`src/rtl/data_ram.sv`:
```
// data_ram: byte-addressable data memory for the MIPS datapath.
//
// Serves LB/LBU/LH/LHU/LW/SB/SH/SW requests, one per cycle with no backpressure.
// Each accepted request produces exactly one response, in order, READ_LATENCY
// (1 or 2) cycles later. Misaligned accesses, the reserved size code and
// addresses outside the window [ADDR_BASE, ADDR_BASE+DEPTH_BYTES) are flagged
// in the response. Flagged requests never write memory and return val = 0.
//
// Parameters:
//   DEPTH_BYTES  - memory size in bytes (power of two, >= 4)
//   ADDR_BASE    - byte address of location 0 (multiple of DEPTH_BYTES)
//   READ_LATENCY - request-to-response latency in cycles (1 or 2)
//
// Ports:
//   clk          - clock, rising edge
//   rst          - synchronous active-high reset
//   req_valid    - request present this cycle
//   write_enable - 1 = store, 0 = load
//   addr         - byte address
//   size         - 00 byte, 01 half, 10 word, 11 reserved
//   sign_ext     - loads: 1 sign-extend, 0 zero-extend (ignored for words)
//   set_val      - right-justified store data
//   val          - load data (0 for stores, errors and empty slots)
//   val_valid    - response strobe
//   addr_error   - misaligned access or reserved size
//   range_error  - address outside the memory window
module data_ram #(
  parameter int unsigned DEPTH_BYTES  = 64,
  parameter logic [31:0] ADDR_BASE    = 32'h0000_0000,
  parameter int unsigned READ_LATENCY = 1
) (
  input  logic        clk,
  input  logic        rst,
  input  logic        req_valid,
  input  logic        write_enable,
  input  logic [31:0] addr,
  input  logic [1:0]  size,
  input  logic        sign_ext,
  input  logic [31:0] set_val,
  output logic [31:0] val,
  output logic        val_valid,
  output logic        addr_error,
  output logic        range_error
);

  localparam int unsigned       WORDS    = DEPTH_BYTES / 32'd4;
  localparam int unsigned       IDX_W    = (WORDS > 32'd1) ? $clog2(WORDS) : 32'd1;
  localparam logic [31:0]       DEPTH_W  = 32'(DEPTH_BYTES);
  localparam logic [IDX_W-1:0]  IDX_MASK = IDX_W'(WORDS - 32'd1);

  // Storage: one 32-bit word per entry, lane n occupies bits [8n+7:8n].
  logic [31:0] mem_r [WORDS];

  logic [32:0]      diff_s;
  logic [31:0]      offset_s;
  logic [IDX_W-1:0] idx_s;
  logic [1:0]       lane_s;
  logic             align_err_s;
  logic             range_err_s;
  logic             wr_en_s;
  logic [3:0]       be_s;
  logic [31:0]      wdata_s;
  logic [31:0]      rd_word_s;
  logic [15:0]      rd_shift_s;
  logic [31:0]      ld_val_s;
  logic [31:0]      rsp_val_s;

  logic [31:0]      s1_val_r;
  logic             s1_valid_r;
  logic             s1_aerr_r;
  logic             s1_rerr_r;

  logic [31:0]      out_val_s;
  logic             out_valid_s;
  logic             out_aerr_s;
  logic             out_rerr_s;

  // Request decode: window offset, word index, lane and error flags.
  always_comb begin
    // The 33-bit subtraction exposes the borrow, i.e. addr < ADDR_BASE.
    diff_s      = {1'b0, addr} - {1'b0, ADDR_BASE};
    offset_s    = diff_s[31:0];
    range_err_s = diff_s[32] | (offset_s >= DEPTH_W);
    // Masking keeps the index inside the array even for out-of-window
    // addresses; those requests are flagged and never use the data.
    idx_s       = IDX_W'(offset_s >> 2) & IDX_MASK;
    lane_s      = addr[1:0];
    case (size)
      2'b00:   align_err_s = 1'b0;
      2'b01:   align_err_s = addr[0];
      2'b10:   align_err_s = (addr[1:0] != 2'b00);
      default: align_err_s = 1'b1;
    endcase
  end

  // Store lane enables and lane-replicated write data.
  always_comb begin
    be_s    = 4'b0000;
    wdata_s = 32'h0000_0000;
    case (size)
      2'b00: begin
        be_s    = 4'b0001 << lane_s;
        wdata_s = {4{set_val[7:0]}};
      end
      2'b01: begin
        be_s    = addr[1] ? 4'b1100 : 4'b0011;
        wdata_s = {2{set_val[15:0]}};
      end
      2'b10: begin
        be_s    = 4'b1111;
        wdata_s = set_val;
      end
      default: begin
        be_s    = 4'b0000;
        wdata_s = 32'h0000_0000;
      end
    endcase
    // A request arriving in a reset cycle is discarded, so it may not write.
    wr_en_s = req_valid & write_enable & ~rst & ~align_err_s & ~range_err_s;
  end

  // Load path: read the word, right-justify the addressed lanes, extend.
  always_comb begin
    rd_word_s  = mem_r[idx_s];
    rd_shift_s = 16'(rd_word_s >> {lane_s, 3'b000});
    case (size)
      2'b00: begin
        if (sign_ext) begin
          ld_val_s = {{24{rd_shift_s[7]}}, rd_shift_s[7:0]};
        end else begin
          ld_val_s = {24'h00_0000, rd_shift_s[7:0]};
        end
      end
      2'b01: begin
        if (sign_ext) begin
          ld_val_s = {{16{rd_shift_s[15]}}, rd_shift_s};
        end else begin
          ld_val_s = {16'h0000, rd_shift_s};
        end
      end
      2'b10:   ld_val_s = rd_word_s;
      default: ld_val_s = 32'h0000_0000;
    endcase
    if (req_valid & ~write_enable & ~align_err_s & ~range_err_s) begin
      rsp_val_s = ld_val_s;
    end else begin
      rsp_val_s = 32'h0000_0000;
    end
  end

  // Memory write; contents are deliberately not reset.
  always_ff @(posedge clk) begin
    if (wr_en_s) begin
      for (int l = 32'sd0; l < 32'sd4; l = l + 32'sd1) begin
        if (be_s[l]) begin
          mem_r[idx_s][l*32'sd8 +: 8] <= wdata_s[l*32'sd8 +: 8];
        end
      end
    end
  end

  // First response stage, loaded on the edge that ends the request cycle.
  always_ff @(posedge clk) begin
    if (rst) begin
      s1_val_r   <= 32'h0000_0000;
      s1_valid_r <= 1'b0;
      s1_aerr_r  <= 1'b0;
      s1_rerr_r  <= 1'b0;
    end else begin
      s1_val_r   <= rsp_val_s;
      s1_valid_r <= req_valid;
      s1_aerr_r  <= req_valid & align_err_s;
      s1_rerr_r  <= req_valid & range_err_s;
    end
  end

  generate
    if (READ_LATENCY == 32'd2) begin : g_lat2
      logic [31:0] s2_val_r;
      logic        s2_valid_r;
      logic        s2_aerr_r;
      logic        s2_rerr_r;

      // Second response stage carrying data, strobe and both flags.
      always_ff @(posedge clk) begin
        if (rst) begin
          s2_val_r   <= 32'h0000_0000;
          s2_valid_r <= 1'b0;
          s2_aerr_r  <= 1'b0;
          s2_rerr_r  <= 1'b0;
        end else begin
          s2_val_r   <= s1_val_r;
          s2_valid_r <= s1_valid_r;
          s2_aerr_r  <= s1_aerr_r;
          s2_rerr_r  <= s1_rerr_r;
        end
      end

      assign out_val_s   = s2_val_r;
      assign out_valid_s = s2_valid_r;
      assign out_aerr_s  = s2_aerr_r;
      assign out_rerr_s  = s2_rerr_r;
    end else begin : g_lat1
      assign out_val_s   = s1_val_r;
      assign out_valid_s = s1_valid_r;
      assign out_aerr_s  = s1_aerr_r;
      assign out_rerr_s  = s1_rerr_r;
    end
  endgenerate

  // Outputs read zero throughout a reset cycle, not only after its edge, so a
  // response due in that cycle is dropped rather than leaking out.
  always_comb begin
    if (rst) begin
      val         = 32'h0000_0000;
      val_valid   = 1'b0;
      addr_error  = 1'b0;
      range_error = 1'b0;
    end else begin
      val         = out_val_s;
      val_valid   = out_valid_s;
      addr_error  = out_aerr_s;
      range_error = out_rerr_s;
    end
  end

endmodule

```
`config.mk`:
```
export PLATFORM = sky130hd
export DESIGN_NAME = data_ram
export DESIGN_NICKNAME = d
export VERILOG_FILES = /design/src/rtl/data_ram.sv
export SDC_FILE = /design/constraint.sdc
export NUM_CORES = 1
export LEC_CHECK = 0
export CAP_MARGIN = 10
export CELL_PAD_IN_SITES_DETAIL_PLACEMENT = 2
export CELL_PAD_IN_SITES_GLOBAL_PLACEMENT = 2
export CORE_ASPECT_RATIO = 1.1
export CORE_UTILIZATION = 46
export CTS_BUF_LIST = sky130_fd_sc_hd__clkbuf_16
export CTS_CLUSTER_DIAMETER = 120
export DETAILED_ROUTE_END_ITERATION = 6
export PLACE_DENSITY_LB_ADDON = 0.25
export SETUP_SLACK_MARGIN = 0.02
export SLEW_MARGIN = 0
export SYNTH_ARGS = -nofsm -noshare
export SYNTH_HDL_FRONTEND = slang
export SYNTH_SLANG_ARGS = --single-unit
```
`constraint.sdc`:
```
create_clock -name clk -period 3.7 [get_ports clk]
set_clock_uncertainty 0.05 [all_clocks]
set_input_delay 0.555 -clock clk [delete_from_list [all_inputs] [get_ports clk]]
set_output_delay 0.555 -clock clk [all_outputs]
set_load 0.05 [all_outputs]
```
==> out/metrics.yaml <==
drt:
  viasPerCell: 6.187
  drc: 0
  finalWirelength_um: 72040
  dr.pass1.iters: 5
  num_vias: 12680
  wl_per_cell_um: 35.16
  ant_nets: 0
  first_iter_violations: 1308
floorplanning:
  die_w_um: 210.9
  start_util_pct: 46.93
  core_area_um2: 47040
  die_area_um2: 48870
  rows: 83
  die-height_um: 231.8
  num_io_pins: 106
worst_setup_path:
  crit_path_cell_trace: "clkbuf_8 -> buf_4 -> nor2b_1 -> a22oi_1 -> nand3_1 -> o22ai_1 -> o41ai_1 -> a21o_4 -> o21ai_0"
  start_kind: "primary input"
  critical_path_buf_inv_count: 2
  worst_setup_path_end_kind: "register"
  slowest_stage: "o41ai_1"
  cp_max_fo: 47
  max_stage_delay_ns: 0.53
  worstPathRequired_ns: 4.08
  cp_top_family: "compound AO/OA/AOI/OAI gates"
  crit_arrival_ns: 3.47
  worstSetupPathType: "in -> reg"
hold_path:
  min_path_type: "in -> reg"
logic_synthesis:
  synth_area_leaders: "edfxtp_1, mux4_2, dfxtp_1"
  ys_warn_count: 0
  synth_edf_count: 512
  ys_seq_area_share_pct: 72.82
  syn-num-nets: 1237
  syn_avg_cell_area_um2: 18.93
  synthFlopType: "edfxtp_1"
  synth_top_area_share_pct: 69.64
  ys_types: 44
  syn-instance-count: 1166
  postSynth.asyncResetShare_pct: 0
  netlist_area_um2: 22080
  synth-seq-cells: 547
  yosysTopAreaCell: "edfxtp_1"
cells_and_area:
  multi_input_area_um2: 5645
  area_growth_pct: 18.42
  final_nets: 1438
  layout-drive-gt1-share_pct: 25.73
  final_cell_mix: "edfxtp_1, mux4_2, buf_4"
  fillers: 3991
  final_common_cell: "edfxtp_1"
  seq_area_um2: 16080
sta:
  slew_viol_final: 0
  fin_setup_tns_ns: 0
  relSlewSlack_pct: 34.51
  fin_hold_ws_ns: 0.5652
  min_period_ns: 3.094
  fin_crit_sh_pct: 83.61
  rsz0062_at_grt: "false"
  setup_viol: 0
  tightest_slew_ns: 0.9824
  hold_viol_final: 0
  fmax_mhz: 323.2
clock_tree:
  cts-root-buf: "clkbuf_16"
  clk_pin_slew_worst_paths_ns: 0.06
  cts_sinks: 547
  clock_latency_ns: 0.63
  cts_buffer_depth: 3
  postCtsResizedCells: 0
  postCtsHoldBufs: 0
  htreeDepth: 2
  cts_post_setup_buffers_inserted: 0
  cts_inserted_buffers: 56
  tritoncts: "built"
place:
  io_buffers: 105
  hpwlAfterDp_um: 48830
  place_congestion: 0.8848
global_route:
  grt_usage_pct: 30.39
  antenna_found_initial: 2
  grt_pass1_vias: 13720
  grt_max_degree: 48
  grt_pass1_wl_um: 103100
  gr-total-overflow: 0
pwr:
  leakagePower_nw: 8.240
  p_per_area_nw_per_um2: 503.7
  ir_drop_v: 0.0004349
job:
  maxCapViolCount: 0
status:
  status: "complete, no violations"
==> power breakdown <==
part           internal [W]  total (W)  switching [W]
Combinational      0.000312   0.000879       0.000567
Clock               0.00306    0.00548        0.00243
Sequential          0.00681    0.00681    0.000000307
Total                0.0102     0.0132        0.00299
==> per-stage QoR <==
stage	setup slack (ns)	total power, W	cell area [µm²]	util, %	cells
2_1_floorplan	0.8526	0.007392	22080	-	1166
3_3_place_gp	0.2064	0.007744	24400	51.86	1945
3_5_place_dp	0.1073	0.007796	24410	51.88	1946
4_1_cts	0.6914	0.01325	26140	55.57	2048
5_1_grt	0.4773	0.01344	26140	55.57	2048
6_report	0.6064	0.01317	26140	55.57	2049
==> worst register-to-register path: stages (launching register included) <==
cell       delay [ns]
edfxtp_1         0.41
mux4_1           0.56
mux2_2           0.36
nor2_1           0.19
a2111oi_0        0.14
o41ai_1          0.60
a21o_4           0.35
o21ai_0          0.20
==> cell usage after synthesis (8+ instances only) <==
cell type / number
a21oi_1: 18
o21ai_2: 10
nor2b_1: 41
o21ai_0: 34
buf_2: 33
edfxtp_1: 512
nand3_1: 11
nor2_1: 89
a21o_1: 17
mux2_2: 19
clkbuf_1: 22
dfxtp_1: 35
mux2i_1: 40
nand2_1: 47
mux4_2: 132
nand2b_1: 12
a211oi_1: 8
==> kinds of logic (layout without fill, tap and decap cells) <==
logic type / Yosys count / after routing / share of synthesized area [%]
compound gates: 118 / 118 / 3.537
mux: 198 / 198 / 17.08
flops: 547 / 547 / 72.82
simple gates: 230 / 230 / 4.942
buf+inv: 73 / 318 / 1.621
other cells: 0 / 1 / 0
==> final timing paths <==
path | start | end | slack (ns) | depth (start not counted)
setup / recovery | addr[2] | out_val_s[29] | 0.61 | 9
hold / removal | req_valid | out_rerr_s | 0.57 | 3
setup reg to reg | mem_r[3][23] | out_val_s[29] | 0.65 | 7
hold reg to reg | mem_r[3][24] | out_val_s[24] | 0.95 | 4
==> final cells by class <==
class,instances,area share [%]
Clock buffer,57,5.456
Inverter,5,0.07179
Tap cell,637,3.049
Sequential cell,547,61.49
Antenna cell,1,0.009572
Timing Repair Buffer,211,7.150
Clock inverter,45,1.177
Multi-Input combinational cell,546,21.59
==> registers in the layout, indices dropped and copies added, names as in the netlist <==
| register | flops |
|---|---|
| out_valid_s | 1 |
| out_rerr_s | 1 |
| out_val_s | 32 |
| out_aerr_s | 1 |
| mem_r | 512 |
==> routing by layer <==
metal / GRT usage, % / part of all wire [%] / vias to the layer above
li1: - / - / 5116
met1: 38.89 / 38 / 6693
met2: 51.80 / 51 / 700
met3: 5.045 / 7.3 / 167
met4: 12.30 / 3.9 / 2
met5: 0 / 0.018 / -
No activity file was read; power rests on OpenSTA's default activity.
